## src/rtl/bargraph_led_driver.sv

```systemverilog
// LED bank driver behind the bar-graph decoder: PWM dimming, peak-hold marker and error blink.
// Optional macro PEAK_HOLD_EN enables the decaying peak marker; when undefined Peak_out is tied low.
module bargraph_led_driver #(
  parameter int unsigned PRESCALE_DIV = 1000,
  parameter int unsigned PWM_BITS     = 3,
  parameter int unsigned HOLD_TICKS   = 50,
  parameter int unsigned BLINK_TICKS  = 25
) (
  input  logic                clk,
  input  logic                rst,
  input  logic [7:0]          BGraph_in,
  input  logic                Err_in,
  input  logic [PWM_BITS-1:0] Bright_in,
  output logic [7:0]          Led_out,
  output logic [7:0]          Peak_out,
  output logic                ErrLed_out
);

  localparam int unsigned PRE_W   = (PRESCALE_DIV > 2) ? $clog2(PRESCALE_DIV) : 1;
  localparam int unsigned BLINK_W = $clog2(BLINK_TICKS + 1);

  if (PRESCALE_DIV < 2 || BLINK_TICKS < 1 || HOLD_TICKS < 1 || PWM_BITS < 1) begin : g_bad_params
    $error("bargraph_led_driver: illegal parameter combination");
  end

  typedef enum logic [1:0] {
    NORMAL  = 2'd0,
    ERR_ON  = 2'd1,
    ERR_OFF = 2'd2
  } state_t;

  state_t               state;
  state_t               state_nxt;
  logic [PRE_W-1:0]     presc;
  logic                 tick;
  logic [PWM_BITS-1:0]  pwm_cnt;
  logic                 pwm_on;
  logic [7:0]           bar_q;
  logic                 err_q;
  logic [BLINK_W-1:0]   blink;
  logic [BLINK_W-1:0]   blink_nxt;
  logic [7:0]           peak_show;
  logic [7:0]           led_nxt;
  logic                 err_led_nxt;

  // Timing tick prescaler
  assign tick = (presc == PRE_W'(PRESCALE_DIV - 1));

  always_ff @(posedge clk or posedge rst) begin
    if (rst) begin
      presc <= '0;
    end else if (tick) begin
      presc <= '0;
    end else begin
      presc <= presc + 1'b1;
    end
  end

  // Free-running PWM counter; full-scale code forces the LEDs permanently on
  always_ff @(posedge clk or posedge rst) begin
    if (rst) begin
      pwm_cnt <= '0;
    end else begin
      pwm_cnt <= pwm_cnt + 1'b1;
    end
  end

  assign pwm_on = (&Bright_in) | (pwm_cnt < Bright_in);

  // Input stage
  always_ff @(posedge clk or posedge rst) begin
    if (rst) begin
      bar_q <= '0;
      err_q <= 1'b0;
    end else begin
      bar_q <= BGraph_in;
      err_q <= Err_in;
    end
  end

  always_ff @(posedge clk or posedge rst) begin
    if (rst) begin
      state <= NORMAL;
      blink <= '0;
    end else begin
      state <= state_nxt;
      blink <= blink_nxt;
    end
  end

  always_comb begin
    state_nxt = state;
    blink_nxt = blink;
    case (state)
      NORMAL: begin
        if (err_q) begin
          state_nxt = ERR_ON;
          blink_nxt = '0;
        end
      end
      ERR_ON, ERR_OFF: begin
        if (!err_q) begin
          state_nxt = NORMAL;
          blink_nxt = '0;
        end else if (tick) begin
          if (blink == BLINK_W'(BLINK_TICKS - 1)) begin
            blink_nxt = '0;
            state_nxt = (state == ERR_ON) ? ERR_OFF : ERR_ON;
          end else begin
            blink_nxt = blink + 1'b1;
          end
        end
      end
      default: begin
        state_nxt = NORMAL;
        blink_nxt = '0;
      end
    endcase
  end

`ifdef PEAK_HOLD_EN
  localparam int unsigned HOLD_W = $clog2(HOLD_TICKS + 1);

  logic [3:0]        lvl;
  logic [3:0]        peak;
  logic [3:0]        peak_nxt;
  logic [HOLD_W-1:0] hold;
  logic [HOLD_W-1:0] hold_nxt;
  logic [7:0]        peak_oh_nxt;

  // Level is the top set segment; gaps below it do not matter
  always_comb begin
    lvl = '0;
    for (int unsigned i = 0; i < 8; i++) begin
      if (bar_q[i]) begin
        lvl = 4'(i + 1);
      end
    end
  end

  // Peak is forced to zero whenever the next state is an error state, so it
  // restarts from the live bar on the first NORMAL cycle after an error
  always_comb begin
    peak_nxt = peak;
    hold_nxt = hold;
    if (state_nxt != NORMAL) begin
      peak_nxt = '0;
      hold_nxt = '0;
    end else if (lvl >= peak) begin
      peak_nxt = lvl;
      hold_nxt = HOLD_W'(HOLD_TICKS);
    end else if (tick) begin
      if (hold != '0) begin
        hold_nxt = hold - 1'b1;
      end else if (peak != '0) begin
        peak_nxt = peak - 1'b1;
      end
    end
  end

  always_comb begin
    peak_oh_nxt = '0;
    for (int unsigned i = 0; i < 8; i++) begin
      peak_oh_nxt[i] = (peak_nxt == 4'(i + 1));
    end
  end

  always_ff @(posedge clk or posedge rst) begin
    if (rst) begin
      peak     <= '0;
      hold     <= '0;
      Peak_out <= '0;
    end else begin
      peak     <= peak_nxt;
      hold     <= hold_nxt;
      Peak_out <= peak_oh_nxt;
    end
  end

  assign peak_show = Peak_out;
`else
  assign Peak_out  = '0;
  assign peak_show = '0;
`endif

  // Outputs follow the upcoming state so error entry/exit shows with the same
  // two-clock latency as the bar path
  always_comb begin
    led_nxt     = '0;
    err_led_nxt = 1'b0;
    case (state_nxt)
      NORMAL: begin
        led_nxt = (bar_q | peak_show) & {8{pwm_on}};
      end
      ERR_ON: begin
        led_nxt     = '1;
        err_led_nxt = 1'b1;
      end
      default: begin
        led_nxt     = '0;
        err_led_nxt = 1'b0;
      end
    endcase
  end

  always_ff @(posedge clk or posedge rst) begin
    if (rst) begin
      Led_out    <= '0;
      ErrLed_out <= 1'b0;
    end else begin
      Led_out    <= led_nxt;
      ErrLed_out <= err_led_nxt;
    end
  end

endmodule

```

## config.mk

```make
export PLATFORM = sky130hd
export DESIGN_NAME = bargraph_led_driver
export DESIGN_NICKNAME = d
export VERILOG_FILES = /design/src/rtl/bargraph_led_driver.sv
export SDC_FILE = /design/constraint.sdc
export NUM_CORES = 1
export LEC_CHECK = 0
export ABC_AREA = 0
export BUFFER_PORTS_ARGS = -buffer_cell sky130_fd_sc_hd__buf_2
export CORE_ASPECT_RATIO = 1.4
export CORE_MARGIN = 3
export CORE_UTILIZATION = 30
export DETAILED_ROUTE_END_ITERATION = 12
export GPL_ROUTABILITY_DRIVEN = 0
export HOLD_SLACK_MARGIN = 0.02
export SLEW_MARGIN = 15
export SYNTH_ARGS = -nofsm -noshare
export SYNTH_HDL_FRONTEND = slang
export SYNTH_SLANG_ARGS = --single-unit
export TNS_END_PERCENT = 30
```

## constraint.sdc

```tcl
create_clock -name clk -period 2.25 [get_ports clk]
set_input_delay 0.1125 -clock clk [delete_from_list [all_inputs] [get_ports clk]]
set_output_delay 0.1125 -clock clk [all_outputs]
set_load 0.01 [all_outputs]
```

==> reports/qor.yml, run 1 <==
antenna_found_initial: 0
synth_cells: 166
cp_top_family: "compound AO/OA/AOI/OAI gates"
synth_fa_ha_area_share_pct: 6.334
syn2layout_area_growth_pct: 20.83
timing.fmax_mhz: 492.7
netlist_area_um2: 1778
startpoint_type: "flop"
grt_pass1_vias: 1264
crit_slowest_cell: "a311oi_4"
initial_core_util_pct: 31.72
critical_path_class: "flop to flop"
die_area_um2: 6900
grt.busiest_layer: "met2"
critPathMaxStageDelay_ns: 0.49
hold_violations: 0
p_sw_share_pct: 30.45
rows: 32
htree_levels: 2
final_nets: 228
met2_usage_pct: 16.80
die_h_um: 97.09
num_vias: 1245
synthMuxAreaShare_pct: 1.267
final_layout_size_suffix_gt1_share_pct: 18.93
synth_edf_count: 0
synth_flop_cell: "dfrtp_1"
cts_resized: 0
wirelength_um: 3095
clock_skew_ns: 0.009703
n_fill_cell: 545
dieWidth_um: 71.07
core_um2: 5605
worstPathMaxFanout: 9
ys.warnings.count: 0
grt_pass1_wl_um: 5658
drv_cap: 0
synth_xor_area_share_pct: 3.448
crit_buf_inv: 1
power_density_nw_per_um2: 779.5
ys_top_cells_by_count: "dfrtp_1 (38), nand2_1 (22), a21oi_1 (13)"
crit_arrival_ns: 2.18
yosys.cell_count.top_type: "dfrtp_1"
worstSkewPairLatency_ns: 0.29
antenna-diode-count: 0
reg2reg_depth: 7
reg2reg_from: "state[0]$_DFF_PP0_"
comb_power_share_pct: 22.9
synthArstFlopShare_pct: 100.0
port_buffers: 22
ys_seq_area_share_pct: 53.48
use_met3_pct: 2.692
power.internal_w: 0.001165
pwr-share-clk_pct: 29.5
grtUsageMet1_pct: 12.06
viasPerCell: 4.544
outcome: "complete, no violations"
post_cts_buffers: 0
cts_tree: "built"
wl_per_cell_um: 11.30
yosys-top-cells-area: "dfrtp_1 (53%), ha_1 (6.3%), nand2_1 (4.6%)"
io_pins: 31
final_util_pct: 38.33
slew_violations: 0
path_clk_slew_ns: 0.08
clk_path_buf_depth: 2
grt.total_usage_pct: 10.15
cts-root-buf: "clkbuf_8"
ys_ff_latch: 38
synth_compound_area_share_pct: 12.88
drc_errors: 0
cts.hold.buffers_added: 10
seqPwrFrac_pct: 47.6
gr-total-overflow: 0
yosysTopAreaCellShare_pct: 53.48
rsz0062_at_grt: "false"
cts_sinks: 38
p_leak_nw: 1.028
cp_common_cell: "a21oi_1"
syn_area_per_cell_um2: 10.71
drt_first_pass_iters: 4
final.period_utilization_pct: 90.21
yosys.area_share.simple_pct: 15.76
end_kind: "flop"
cp_num_cells: 7
synth_top_family_by_area: "simple AND/OR/NAND/NOR gates"
timing.critical_path.cells: "inv_1 > ha_1 > nand2_1 > a21oi_1 > a21oi_2 > a311oi_4 > a21oi_1"
cts_made_buffers: 5
hold_path_depth: 6
p_switching_w: 0.0005100
cp-startpoint: "state[0]$_DFF_PP0_"
worstHoldStart: "Bright_in[1]"
required_ns: 2.40
ant_nets: 0
hold_path_class: "primary input to flop"
fin_crit_ns: 2.030
grt_max_degree: 39
synth_area_leader_cell: "dfrtp_1"
setup_viol: 0
post_synth_num_cell_types: 34
drt-initial-drc-count: 7
dp_hpwl_um: 2149
fin_tns_setup_ns: 0
peakVddDrop_v: 0.0005244
==> cell families (layout without fill, tap and decap cells) <==
| group | Yosys count | count (layout) |
|---|---|---|
| other cells | 1 | 8 |
| simple gates | 53 | 53 |
| compound gates | 35 | 35 |
| fa+ha+maj | 9 | 9 |
| mux | 1 | 1 |
| flops | 38 | 38 |
| xor+xnor | 7 | 7 |
| buf+inv | 22 | 55 |
==> final cells by class <==
cell class | count | area [um2] | area share (%)
tap | 68 | 85.08 | 3.960
sequential | 38 | 950.9 | 44.26
clock buffer | 6 | 82.58 | 3.844
timing repair buffer | 36 | 240.2 | 11.18
multi-input combinational | 113 | 735.7 | 34.25
clock inverter | 2 | 12.51 | 0.5824
inverter | 11 | 41.29 | 1.922
==> worst register-to-register path: cells and delay by family (launching register included) <==
kind	cells	cell delay [ns]
flops	1	0.43
simple gates	1	0.15
fa+ha+maj	1	0.35
compound gates	4	0.89
buf+inv	1	0.07
==> layout by cell type, fill, tap and decap left out, drive strengths merged, types with 2 or more instances in the layout <==
| cell type | synthesis | routed |
|---|---|---|
| nand2 | 22 | 22 |
| xor2 | 5 | 5 |
| dlygate4sd3 | 0 | 10 |
| a21oi | 14 | 14 |
| conb | 1 | 8 |
| nor2b | 3 | 3 |
| inv | 11 | 11 |
| xnor2 | 2 | 2 |
| o31ai | 4 | 4 |
| o21ai | 8 | 8 |
| a31oi | 2 | 2 |
| clkbuf | 1 | 6 |
| nand2b | 2 | 2 |
| ha | 9 | 9 |
| nand3 | 7 | 7 |
| and3 | 3 | 3 |
| a21o | 2 | 2 |
| nor2 | 9 | 9 |
| dfrtp | 38 | 38 |
| buf | 10 | 26 |
| nor3 | 3 | 3 |
==> worst paths after layout <==
kind / slack [ns] / to
worst max-delay path: 0.22 / Led_out[4]$_DFF_PP0_
worst min-delay path: 0.39 / Led_out[3]$_DFF_PP0_
worst max register to register: 0.22 / Led_out[4]$_DFF_PP0_
worst min register to register: 0.44 / pwm_cnt[0]$_DFF_PP0_
max in group asynchronous: 1.44 / state[0]$_DFF_PP0_
min in group asynchronous: 0.48 / Led_out[3]$_DFF_PP0_
==> metal layers <==
layer | part of all wire [%] | wire [um] | up-vias
met5 | 0 | 0 | -
met4 | 1.5 | 45 | 0
met3 | 4.1 | 128 | 4
met2 | 50 | 1545 | 29
met1 | 44 | 1375 | 589
li1 | - | - | 623
==> flip-flops by register name, summed over array words and instances, names as in the netlist <==
signal	count
presc	10
Led_out	8
state	2
ErrLed_out	1
blink	5
err_q	1
pwm_cnt	3
bar_q	8
==> per-stage QoR <==
step / power [W] / setup slack [ns] / instances / instance area [um2] / hold WS (ns)
finish: 0.001675 / 0.2202 / 274 / 2148 / 0.3905
global placement: 0.001179 / 0.3009 / 256 / 1953 / 0.2208
floorplan: 0.001065 / 0.4850 / 173 / 1804 / 0.1439
detailed placement: 0.001184 / 0.2417 / 256 / 1953 / 0.2222
global route: 0.001779 / 0.05084 / 274 / 2148 / 0.4161
CTS: 0.001703 / 0.2350 / 274 / 2148 / 0.3885
==> power groups by stage <==
stage	logic (W)	registers, W	clock network (W)
after global routing	0.000437	0.000806	0.000536
after floorplan	0.000224	0.000840	0
after global placement	0.000366	0.000814	0
final	0.000384	0.000798	0.000493
after CTS	0.000390	0.000798	0.000515
after detailed placement	0.000376	0.000808	0
No activity file was read; power rests on OpenSTA's default activity.
==> run 2, diff against run 1 <==
CELL_PAD_IN_SITES_DETAIL_PLACEMENT = 2   (was default)
CELL_PAD_IN_SITES_GLOBAL_PLACEMENT = 2   (was default)
CORE_UTILIZATION = 35   (was 30)
PLACE_DENSITY_LB_ADDON = 0.1   (was default)
==> run 2 against run 1 <==
Final cell count down 1.1%. Clock-buffer cell count down 1. Cell area up 2.1%. Wire length up 34%. Non-clock buffer count up 1. Sequential share of layout area down 0.91 points. Worst setup slack better by 0.014 ns. Utilization up 6.6 points. Clock power up 43%. Critical path type unchanged. Largest cell class unchanged.
==> reports/qor.yml, run 2 (same netlist as run 1, synthesis figures left out) <==
crit_arrival_ns: 2.18
pre_cts_ws_ns: 0.1567
cp-startpoint: "state[0]$_DFF_PP0_"
grt.total_usage_pct: 16.71
cts_tree: "built"
worstHoldStart: "Bright_in[1]"
final_nets: 229
drt-initial-drc-count: 41
peakVddDrop_v: 0.0004017
dieWidth_um: 66.24
finalPower_w: 0.001913
htree_levels: 2
setup_viol: 0
final.setup.worst_slack_ns: 0.2339
multiInputGateArea_um2: 735.7
die_h_um: 90.33
p_leak_nw: 1.055
ant_nets: 0
reg_top3: "presc (10), Led_out (8), bar_q (8)"
drc_errors: 0
gr-total-overflow: 0
worstPathMaxFanout: 9
largest_reg_flops: 10
io_pins: 31
final_common_cell: "dfrtp_1"
grt_pass1_wl_um: 7707
end_kind: "flop"
grt_max_degree: 39
path_clk_slew_ns: 0.08
place_inst: 252
die_area_um2: 5983
final_layout_size_suffix_gt1_share_pct: 19.32
holdWs_ns: 0.4194
syn2layout_area_growth_pct: 23.36
power_density_nw_per_um2: 872.1
num_vias: 1350
antenna_found_initial: 0
cts_made_buffers: 5
slew_violations: 0
fin_cells: 271
timing.fmax_mhz: 496.0
grt_pass1_vias: 1549
outcome: "complete, no violations"
fin_crit_ns: 2.016
drt_first_pass_iters: 4
startpoint_type: "flop"
dp_hpwl_um: 3035
rows: 30
required_ns: 2.41
viasPerCell: 4.982
fin_tns_setup_ns: 0
wl_per_cell_um: 15.33
cts-root-buf: "clkbuf_8"
worstSkewPairLatency_ns: 0.29
hold_violations: 0
critical_path_class: "flop to flop"
core_um2: 4880
initial_core_util_pct: 36.44
regMostFlops: "presc"
n_fill_cell: 531
port_buffers: 22
clk_path_buf_depth: 2
final.period_utilization_pct: 89.60
wirelength_um: 4155
rsz0062_at_grt: "false"
seqCellArea_um2: 950.9
cts_sinks: 38
hold_path_class: "primary input to flop"
reg2reg_from: "state[0]$_DFF_PP0_"
drv_cap: 0
antenna-diode-count: 0
clock_skew_ns: 0.007301
layout_common_cells: "dfrtp_1 (38), nand2_1 (22), buf_2 (22)"
run 2: cell types whose count changed in the layout (fill, tap and decap cells not counted):
cell | previous run | this run
buf_4 | 4 | 5
bufinv_16 | 0 | 2
clkbuf_8 | 6 | 5
clkinv_2 | 1 | 0
clkinv_4 | 0 | 1
clkinvlp_4 | 1 | 0
run 2: through the flow:
step | utilization (%) | cell area (um2)
4_1_cts | 44.79 | 2186
3_5_place_dp | 39.92 | 1948
6_report | 44.95 | 2193
3_3_place_gp | 39.92 | 1948
5_1_grt | 44.95 | 2193
2_1_floorplan | - | 1804
run 2: report_power, final:
group | internal [W] | leakage, nW | switching (W)
Clock | 0.000444 | 0.0683 | 0.000258
Combinational | 0.000158 | 0.527 | 0.000250
Sequential | 0.000763 | 0.460 | 0.0000397
run 2: final timing paths:
kind / to / slack, ns / depth (start not counted)
max: Led_out[2]$_DFF_PP0_ / 0.23 / 7
min: Led_out[4]$_DFF_PP0_ / 0.42 / 6
max in group asynchronous: blink[1]$_DFFE_PP0P_ / 1.43 / 4
max reg2reg: Led_out[2]$_DFF_PP0_ / 0.23 / 7
min reg2reg: pwm_cnt[0]$_DFF_PP0_ / 0.46 / 1
min in group asynchronous: presc[1]$_DFF_PP0_ / 0.49 / 4
run 2: per-layer routing:
metal	up-vias	wire, um	global-route usage [%]
li1	627	-	-
met1	695	1524	18.70
met2	23	2451	30.41
met3	5	122	4.110
met4	0	57	4.576
met5	-	0	0
run 2: what timing repair did:
action,4_1_cts,5_1_grt
hold endpoints to repair,47,0
hold buffers,10,0
resized for setup,0,0
setup endpoints to repair,0,8
buffers inserted,0,1
run 2: final cells by class:
| class | count | area share [%] |
|---|---|---|
| tap | 64 | 3.651 |
| timing repair buffer | 37 | 11.29 |
| sequential | 38 | 43.35 |
| multi-input combinational | 113 | 33.54 |
| clock buffer | 5 | 3.137 |
| inverter | 11 | 1.882 |
| clock inverter | 3 | 3.137 |
run 2: critical path: stages (launching register included):
cell	delay, ns
dfrtp_1	0.44
inv_1	0.07
ha_1	0.37
nand2_1	0.17
o22a_1	0.29
a311oi_4	0.29
buf_4	0.20
a21oi_1	0.05
==> run 3, diff against run 2 <==
CORE_MARGIN = 5   (was 3)
==> run 3 against run 2 <==
Final cell count grew 0.37%. Total power shrank 6.7%. Clock-buffer cell count is the same. Register-to-register slack lost 0.04 ns. Sequential power is essentially flat. Combinational power is essentially flat. Via count shrank 3.0%. Wire length grew 4.7%. Die area grew 11%. Non-clock buffer count grew 1. Global-route usage shrank 2.2 points. Largest cell class unchanged.
==> reports/qor.yml, run 3 (same netlist as run 1, synthesis figures left out) <==
drt-initial-drc-count: 23
core_um2: 4880
rows: 30
syn2layout_area_growth_pct: 22.45
clock_skew_ns: 0.007752
timing.fmax_mhz: 485.9
met2_usage_pct: 30.31
n_fill_cell: 539
htree_levels: 2
dp_hpwl_um: 3020
required_ns: 2.41
slew_violations: 0
die_area_um2: 6625
port_buffers: 22
path_clk_slew_ns: 0.08
antenna_found_initial: 0
reg_top3: "presc (10), Led_out (8), bar_q (8)"
final_util_pct: 44.62
dieWidth_um: 70.24
grt_max_degree: 39
grt_pass1_vias: 1516
largest_reg_flops: 10
fin_crit_ns: 2.058
drt_first_pass_iters: 4
grt.busiest_layer: "met2"
hold_path_class: "primary input to flop"
peakVddDrop_v: 0.0004444
final_nets: 230
outcome: "complete, no violations"
end_kind: "flop"
cts_made_buffers: 5
initial_core_util_pct: 36.44
antenna-diode-count: 0
crit_arrival_ns: 2.22
cts_tree: "built"
io_pins: 31
cts_sinks: 38
hold_violations: 0
final_common_cell: "dfrtp_1"
drc_errors: 0
setup_viol: 0
grt_pass1_wl_um: 7293
die_h_um: 94.33
clk_path_buf_depth: 2
num_vias: 1310
rsz0062_at_grt: "false"
gr-total-overflow: 0
fin_tns_setup_ns: 0
power_density_nw_per_um2: 819.3
layout_common_cells: "dfrtp_1 (38), nand2_1 (22), buf_2 (22)"
p_leak_nw: 1.043
regMostFlops: "presc"
viasPerCell: 4.816
wl_per_cell_um: 15.99
startpoint_type: "flop"
final_layout_size_suffix_gt1_share_pct: 19.71
drv_cap: 0
ant_nets: 0
worstSkewPairLatency_ns: 0.29
cts-root-buf: "clkbuf_8"
grtUsageMet1_pct: 12.73
worstPathMaxFanout: 6
wirelength_um: 4349
grt.total_usage_pct: 14.47
use_met3_pct: 3.088
critical_path_class: "flop to flop"
final.period_utilization_pct: 91.46
## run 3: cell count changes in the layout (fill, tap and decap cells not counted)
| cell | previous run | this run |
|---|---|---|
| clkinvlp_4 | 0 | 2 |
| buf_4 | 5 | 6 |
| clkinv_4 | 1 | 0 |
| bufinv_16 | 2 | 1 |
## run 3: what timing repair did
action | CTS | global route
gates resized for setup | 0 | 0
hold buffers | 10 | 0
endpoints found under the setup margin | 0 | 1
setup buffers | 0 | 2
endpoints found under the hold margin | 47 | 0
## run 3: power by group
group	total [W]	switching [W]	internal, W
logic	0.000405	0.000248	0.000157
clock network	0.000578	0.000249	0.000330
registers	0.000801	0.0000380	0.000763
## run 3: layout make-up
| cell class | count | area [um2] | share of cell area, % |
|---|---|---|---|
| Sequential cell | 38 | 950.9 | 43.68 |
| Clock buffer | 5 | 68.82 | 3.161 |
| Tap cell | 64 | 80.08 | 3.678 |
| Clock inverter | 3 | 45.04 | 2.069 |
| Inverter | 11 | 41.29 | 1.897 |
| Timing Repair Buffer | 38 | 255.2 | 11.72 |
| Multi-Input combinational cell | 113 | 735.7 | 33.79 |
## run 3: per-layer routing
| metal | routed length [um] | up-vias | share of wire [%] |
|---|---|---|---|
| met2 | 2666 | 19 | 61 |
| met3 | 147 | 5 | 3.4 |
| met1 | 1450 | 661 | 33 |
| met5 | 0 | - | 0 |
| met4 | 85 | 0 | 2.0 |
| li1 | - | 625 | - |
## run 3: worst paths after layout
check                                           from                   end  slack, ns  depth (start not counted)
worst max-delay path              state[0]$_DFF_PP0_  Led_out[0]$_DFF_PP0_       0.19                          7
worst min-delay path                    Bright_in[1]  Led_out[3]$_DFF_PP0_       0.41                          6
worst max register to register    state[0]$_DFF_PP0_  Led_out[0]$_DFF_PP0_       0.19                          7
worst min register to register  pwm_cnt[0]$_DFF_PP0_  pwm_cnt[0]$_DFF_PP0_       0.46                          1
max in group asynchronous                        rst       err_q$_DFF_PP0_       1.41                          4
min in group asynchronous                        rst  Led_out[4]$_DFF_PP0_       0.50                          4
## run 3: critical path, stage by stage (launching register included)
cell and delay (ns):
dfrtp_1 0.46, inv_1 0.08, ha_1 0.37, nand2_1 0.17, o22a_1 0.28, a311oi_4 0.33, buf_4 0.20, a21oi_1 0.05
## run 3: metrics by stage
stage	power, W	setup WS (ns)	hold slack (ns)	cell area, um2	instances
global placement	0.001185	0.2992	0.2211	1948	252
detailed placement	0.001201	0.1777	0.2222	1948	252
CTS	0.001810	0.1181	0.4042	2162	270
floorplan	0.001065	0.4850	0.1439	1804	173
global route	0.001894	0.07350	0.4419	2177	272
finish	0.001784	0.1921	0.4080	2177	272
